### src/rtl/regs_wb_pkg.sv
//==============================================================================
// Module      : regs_wb_pkg
// Description : Shared widths and named register numbers for the write-back
//               register file and the RegDst selector.
// Revision    : 1.0 - initial release
//==============================================================================
`default_nettype none

package regs_wb_pkg;
    localparam int unsigned REGS_DW  = 32;
    localparam int unsigned REGS_AW  = 5;

    localparam int unsigned REG_ZERO = 0;
    localparam int unsigned REG_SP   = 29;
    localparam int unsigned REG_RA   = 31;
endpackage

`default_nettype wire

### src/rtl/regs_wb_pend.sv
//==============================================================================
// Module      : regs_wb_pend
// Description : One-entry pending-write latch; captures a write-back each edge
//               and presents it for commit on the following edge.
// Revision    : 1.0 - initial release
//==============================================================================
`default_nettype none

module regs_wb_pend
    import regs_wb_pkg::*;
#(
    parameter int DW = REGS_DW,
    parameter int AW = REGS_AW
) (
    input  logic          clk,
    input  logic          rst,
    input  logic          i_we,
    input  logic [AW-1:0] i_wa,
    input  logic [DW-1:0] i_wd,
    output logic          o_pend_v,
    output logic [AW-1:0] o_pend_a,
    output logic [DW-1:0] o_pend_d
);

    logic          r_v;
    logic [AW-1:0] r_a;
    logic [DW-1:0] r_d;
    logic          w_capture;

    // Writes to register zero are dropped here so they never reach the array.
    assign w_capture = i_we && (i_wa != AW'(REG_ZERO));

    always_ff @(posedge clk or posedge rst) begin
        if (rst) begin
            r_v <= 1'b0;
            r_a <= '0;
            r_d <= '0;
        end else begin
            r_v <= w_capture;
            if (w_capture) begin
                r_a <= i_wa;
                r_d <= i_wd;
            end
        end
    end

    assign o_pend_v = r_v;
    assign o_pend_a = r_a;
    assign o_pend_d = r_d;

endmodule

`default_nettype wire

### src/rtl/regs_wb.sv
//==============================================================================
// Module      : regs_wb
// Description : MIPS write-back register file with a pending-write stage, two
//               combinational read ports and a debug read port.
//               Define REGS_BYPASS_EN to forward the pending write to rd_A/rd_B.
// Revision    : 1.0 - initial release
//==============================================================================
`default_nettype none

module regs_wb
    import regs_wb_pkg::*;
#(
    parameter int DW = REGS_DW,
    parameter int AW = REGS_AW
) (
    input  logic          clk,
    input  logic          rst,
    input  logic          we,
    input  logic [AW-1:0] wa,
    input  logic [DW-1:0] wd,
    input  logic [AW-1:0] ra_A,
    input  logic [AW-1:0] ra_B,
    output logic [DW-1:0] rd_A,
    output logic [DW-1:0] rd_B,
    input  logic [AW-1:0] dbg_addr,
    output logic [DW-1:0] dbg_data,
    output logic          commit,
    output logic [AW-1:0] commit_addr
);

    localparam int NREG = 2 ** AW;

    logic [DW-1:0] r_mem [NREG];
    logic          w_pend_v;
    logic [AW-1:0] w_pend_a;
    logic [DW-1:0] w_pend_d;

    regs_wb_pend #(
        .DW (DW),
        .AW (AW)
    ) u_pend (
        .clk      (clk),
        .rst      (rst),
        .i_we     (we),
        .i_wa     (wa),
        .i_wd     (wd),
        .o_pend_v (w_pend_v),
        .o_pend_a (w_pend_a),
        .o_pend_d (w_pend_d)
    );

    // Reset discards any pending write; it never reaches the array.
    always_ff @(posedge clk or posedge rst) begin
        if (rst) begin
            for (int i = 0; i < NREG; i++) begin
                r_mem[i] <= '0;
            end
        end else if (w_pend_v) begin
            r_mem[w_pend_a] <= w_pend_d;
        end
    end

    always_comb begin
        rd_A = '0;
        rd_B = '0;
        if (ra_A != AW'(REG_ZERO)) begin
            rd_A = r_mem[ra_A];
`ifdef REGS_BYPASS_EN
            if (w_pend_v && (w_pend_a == ra_A)) begin
                rd_A = w_pend_d;
            end
`endif
        end
        if (ra_B != AW'(REG_ZERO)) begin
            rd_B = r_mem[ra_B];
`ifdef REGS_BYPASS_EN
            if (w_pend_v && (w_pend_a == ra_B)) begin
                rd_B = w_pend_d;
            end
`endif
        end
    end

    assign dbg_data    = r_mem[dbg_addr];
    assign commit      = w_pend_v;
    assign commit_addr = w_pend_a;

endmodule

`default_nettype wire

### config.mk
export PLATFORM = sky130hd
export DESIGN_NAME = regs_wb
export DESIGN_NICKNAME = d
export VERILOG_FILES = /design/src/rtl/regs_wb_pkg.sv /design/src/rtl/regs_wb_pend.sv /design/src/rtl/regs_wb.sv
export SDC_FILE = /design/constraint.sdc
export NUM_CORES = 2
export LEC_CHECK = 0
export CAP_MARGIN = 20
export CORE_ASPECT_RATIO = 1.5
export CORE_MARGIN = 2
export CORE_UTILIZATION = 60
export DETAILED_ROUTE_END_ITERATION = 8
export PLACE_DENSITY = 0.78
export SYNTH_ARGS = -nofsm -noshare
export SYNTH_HDL_FRONTEND = slang
export SYNTH_SLANG_ARGS = --single-unit
### constraint.sdc
create_clock -name clk -period 50.4 [get_ports clk]
set_input_delay 10.08 -clock clk [delete_from_list [all_inputs] [get_ports clk]]
set_output_delay 10.08 -clock clk [all_outputs]
set_load 0.01 [all_outputs]
; Word level (Yosys, flattened, before mapping)
; Cells that the tools add are included.
[totals]
register_bits = 1062
in_bits = 55
elab_cells = 63
[op_classes]
order_cmp = 5
muxes = 14
bitwise = 4
reduce_logical = 5
[op_table]
columns = op, n
row1 = bitwise mux 1024 bit, 1
row2 = binary-select mux 32 bit (select 5 bit), 3
row3 = 2-to-1 mux 32 bit, 9
row4 = demux 32 bit (select 5 bit), 1
row5 = >= comparator 6 bit (second input constant), 4
row6 = inverter 5 -> 6 bit, 4
row7 = nonzero test 5 bit, 3
row8 = less-than comparator 6 x 1 -> 1 bit (second input constant), 1
row9 = logical AND 1 bit, 2

; Logic depth before layout (Yosys ltp)
[logic_depth]
word_depth = 6
depth_mapped = 7

; Hierarchy
; Synthesis repeated with hierarchy kept, for this count alone.
[unflattened]
cells_unflattened = 4130
area_unflattened_um2 = 63762.4
[modules_own_cells]
columns = module, instances, cells_each, area_per_inst_um2, seq_area_each_um2
row1 = regs_wb, 1, 4045, 62322.3, 25624.6
row2 = regs_wb_pend, 1, 85, 1440.1, 950.9

; Least setup slack after synthesis
; OpenSTA, ideal clock, no wires.
[synth_path]
path_type = input to output
start = input port dbg_addr[1]
end = output port dbg_data[10]
t_arrival_ns = 12.043
path_slack_ns = 28.277
stages = 5
n_path_buf = 2
path_cell_list = clkbuf_1 > buf_1 > mux4_2 > mux4_2 > mux2_2
[synth_between]
elab_chain_cells = 4
[synth_rtl]
columns = element, line
row1 = start: declaration, regs_wb.sv:25  ; input logic [AW-1:0] dbg_addr,
row2 = inverter 5 -> 6 bit (not written as such), regs_wb.sv:84  ; assign dbg_data = r_mem[dbg_addr];
row3 = binary-select mux 32 bit (select 5 bit), regs_wb.sv:84
row4 = 2-to-1 mux 32 bit (not written as such) (2 in a row), regs_wb.sv:84
row5 = end: declaration, regs_wb.sv:26  ; output logic [DW-1:0] dbg_data,
; Every way passes these cells. The select of a mux whose other input is x is not followed.

; Worst setup path in the final report
[layout_path]
start = input port ra_B[2]
end = output port rd_B[14]
[layout_between]
elab_chain_cells = 5
elab_cells_between_ends = 6
classes_between = mux: 4 / bitwise: 1 / reduce/logical: 1
[layout_rtl]
columns = element, line
row1 = start: declaration, regs_wb.sv:22  ; input logic [AW-1:0] ra_B,
row2 = inverter 5 -> 6 bit (not written as such), regs_wb.sv:75  ; rd_B = r_mem[ra_B];
row3 = binary-select mux 32 bit (select 5 bit), regs_wb.sv:75
row4 = 2-to-1 mux 32 bit (not written as such) (2 in a row), regs_wb.sv:75
row5 = 2-to-1 mux 32 bit *, regs_wb.sv:74  ; if (ra_B != AW'(REG_ZERO)) begin
row6 = end: declaration, regs_wb.sv:24  ; output logic [DW-1:0] rd_B,
; Every way passes the cells marked *; elsewhere a longest branch is shown, timed or not. The select of a mux whose other input is x is not followed.

==> flow_summary.yaml <==
floorplan:
  die_h_um: 403
  die_w_um: 270
  core_mm2: 0.106
  row_count: 146
  initial_core_util_pct: 60.4
  ios: 157
  die_area_mm2: 0.109
clocking:
  clkTransAtPathRegs_ns: 0.06
  clockBufferDepth: 3
  numCtsBuffers: 105
  cts_tree: "done"
  htree_levels: 3
  postCtsResizedCells: 0
  postCtsSetupBuffers: 0
  hold_buffers: 0
  insertion_delay_ns: 0.74
  clock-sinks: 1062
  root_buffer: "clkbuf_16"
sta:
  fin_skew_ns: 0.0226
  min_period_ns: 25.71
  rsz0062_at_grt: "no"
  period_share_pct: 51.0
  setup_ws_ns: 24.69
  tightest_slew_ns: 1.22
  finalHoldViolCount: 0
  finalSetupTns_ns: 0
  setup_viol: 0
  fmax_mhz: 38.9
  final_max_slew_viol_count: 0
  slew_headroom_pct: 18.4
detailed_routing:
  via_count: 44475
  viasPerCell: 8.04
  wl_per_cell_um: 39.9
  drtIter0Drc: 6839
  wl_um: 221000
  dr.pass1.iters: 6
  drtAntennaViolNets: 0
  drc_errors: 0
final_layout:
  syn_to_final_growth_pct: 9.64
  fin_cells: 5533
  final_common_cell: "mux2_2"
  mostFrequentLayoutCells: "mux2_2 (1144), dfrtp_1 (1062), mux4_2 (768), clkdlybuf4s50_1 (141), mux2i_1 (128)"
  fin_nets: 4085
  final_layout_size_suffix_gt1_share_pct: 55.0
  final_cell_area_mm2: 0.0699
synth:
  synth-seq-cells: 1062
  synth_area_mm2: 0.0638
  avgSynthCellArea_um2: 15.4
  synth_cell_types: 33
  synthCells: 4142
  ys_seq_area_share_pct: 41.7
  synthesis.nets: 4197
  synth_warnings: 0
critical_path:
  worstPathArrival_ns: 15.63
  reg2reg_to: "r_mem[740]"
  reg2reg_from: "u_pend.o_pend_a[3]"
  cp.required_ns: 40.32
  timing.reg2reg.setup_slack_ns: 47.20
  path_class: "primary input to output pin"
  endpoint_kind: "output pin"
  startpoint_type: "primary input"
  r2r_cells: 4
  critPathMaxFanout: 86
global_route:
  grt_antenna_before_repair: 11
  grt_pass1_wl_um: 317000
  grt_overflow: 0
  grt_max_degree: 174
  gr-usage-all-layers_pct: 40.8
  grt_pass1_vias: 44909
placement:
  placedCellCount: 5325
  dpl.hpwl_um: 122000
  dp_slack_ns: 25.00
  placedInstanceArea_mm2: 0.0661
  port_buffers: 156
  gp_congestion: 0.858
outcome:
  outcome: "complete, no violations"
worst_hold_path:
  holdPathStages: 1
  hp-start: "r_mem[612]"
  hold_end: "r_mem[612]"
  hold_path.class: "register to register"
power_and_ir_drop:
  power_density_mw_per_mm2: 45.7
  finalPower_uw: 3200
  irDropWorstVdd_mv: 0.0358
  p_leak_uw: 0.0290
run:
  cap_violations: 0
==> kinds of logic (layout without fill, tap and decap cells) <==
group | count (synthesis) | in the layout | synth area share, %
multiplexers | 2048 | 2048 | 49.5
other | 0 | 7 | 0
flip-flops | 1062 | 1062 | 41.7
AO/OA/AOI/OAI | 366 | 366 | 4.13
buffers and inverters | 481 | 459 | 3.24
AND/OR/NAND/NOR | 185 | 185 | 1.47
==> per-stage QoR <==
stage | hold WS (ns) | utilization [%]
5_1_grt | 0.551 | 66.2
2_1_floorplan | 0.488 | -
4_1_cts | 0.538 | 66.1
6_report | 0.541 | 66.2
3_5_place_dp | 0.523 | 62.6
3_3_place_gp | 0.516 | 62.6
==> report_power, final <==
group          internal, uW  total, uW  switching [uW]  leakage [uW]
clock                   492        853             361       0.00184
sequential             1110       1390             286        0.0137
combinational           612        948             337        0.0135
==> layout make-up <==
type,instances,area [um2]
Clock buffer,155,3170
Timing Repair Buffer,258,2430
Multi-Input combinational cell,2599,35400
Tap cell,1406,1760
Inverter,4,27.5
Antenna cell,7,17.5
Fill cell,7456,35700
Clock inverter,42,541
Sequential cell,1062,26600
==> per-layer routing <==
layer  global-route usage, %  up-vias  wire length, um
met5                       0        -               48
met4                    28.7        8            18700
met3                    12.9      997            28700
met2                    60.8     3515           100000
met1                    51.0    23555            73400
li1                        -    16400                -
==> worst max path at each step <==
stage / start / endpoint / slack [ns] / depth (start not counted)
floorplan: rst / r_mem[0] / 10.43 / 1
finish: ra_B[2] / rd_B[14] / 24.69 / 9
global route: ra_B[2] / rd_B[14] / 24.67 / 9
detailed placement: ra_B[2] / rd_B[14] / 25.00 / 9
global placement: ra_B[2] / rd_B[19] / 24.82 / 9
CTS: ra_B[2] / rd_B[14] / 24.98 / 9
==> sequential cells by signal (all words and copies together) (netlist names) <==
signal and cells:
r_mem 1024, u_pend.o_pend_a 5, u_pend.o_pend_d 32, u_pend.o_pend_v 1
==> synth_stat cells, drive strengths merged <==
cell type / n / share of area, %
nor3b: 4 / 0.047
nor3: 1 / 0.0078
o2111ai: 19 / 0.26
inv: 4 / 0.024
mux4: 768 / 27
nand2b: 2 / 0.020
nand3b: 4 / 0.047
nor2b: 68 / 0.67
mux2i: 128 / 2.0
buf: 221 / 1.7
a311oi: 64 / 0.88
clkbuf: 256 / 1.5
nor2: 23 / 0.14
or2: 3 / 0.029
a211oi: 64 / 0.75
nand3: 2 / 0.016
dfrtp: 1062 / 42
mux2: 1152 / 20
or3b: 1 / 0.014
o21ai: 110 / 0.86
and3b: 1 / 0.014
nand2: 70 / 0.41
a22oi: 64 / 0.75
and3: 1 / 0.0098
and2: 2 / 0.020
a221oi: 45 / 0.62
or4: 3 / 0.035
==> worst max-delay path, stage by stage <==
cell             delay [ns]
buf_8                  0.54
buf_4                  0.74
buf_4                  0.88
buf_4                  0.79
mux2i_1                0.18
a221oi_1               0.34
o21ai_0                0.15
a311oi_1               1.05
clkdlybuf4s50_1        0.72
No activity file was read; power rests on OpenSTA's default activity.
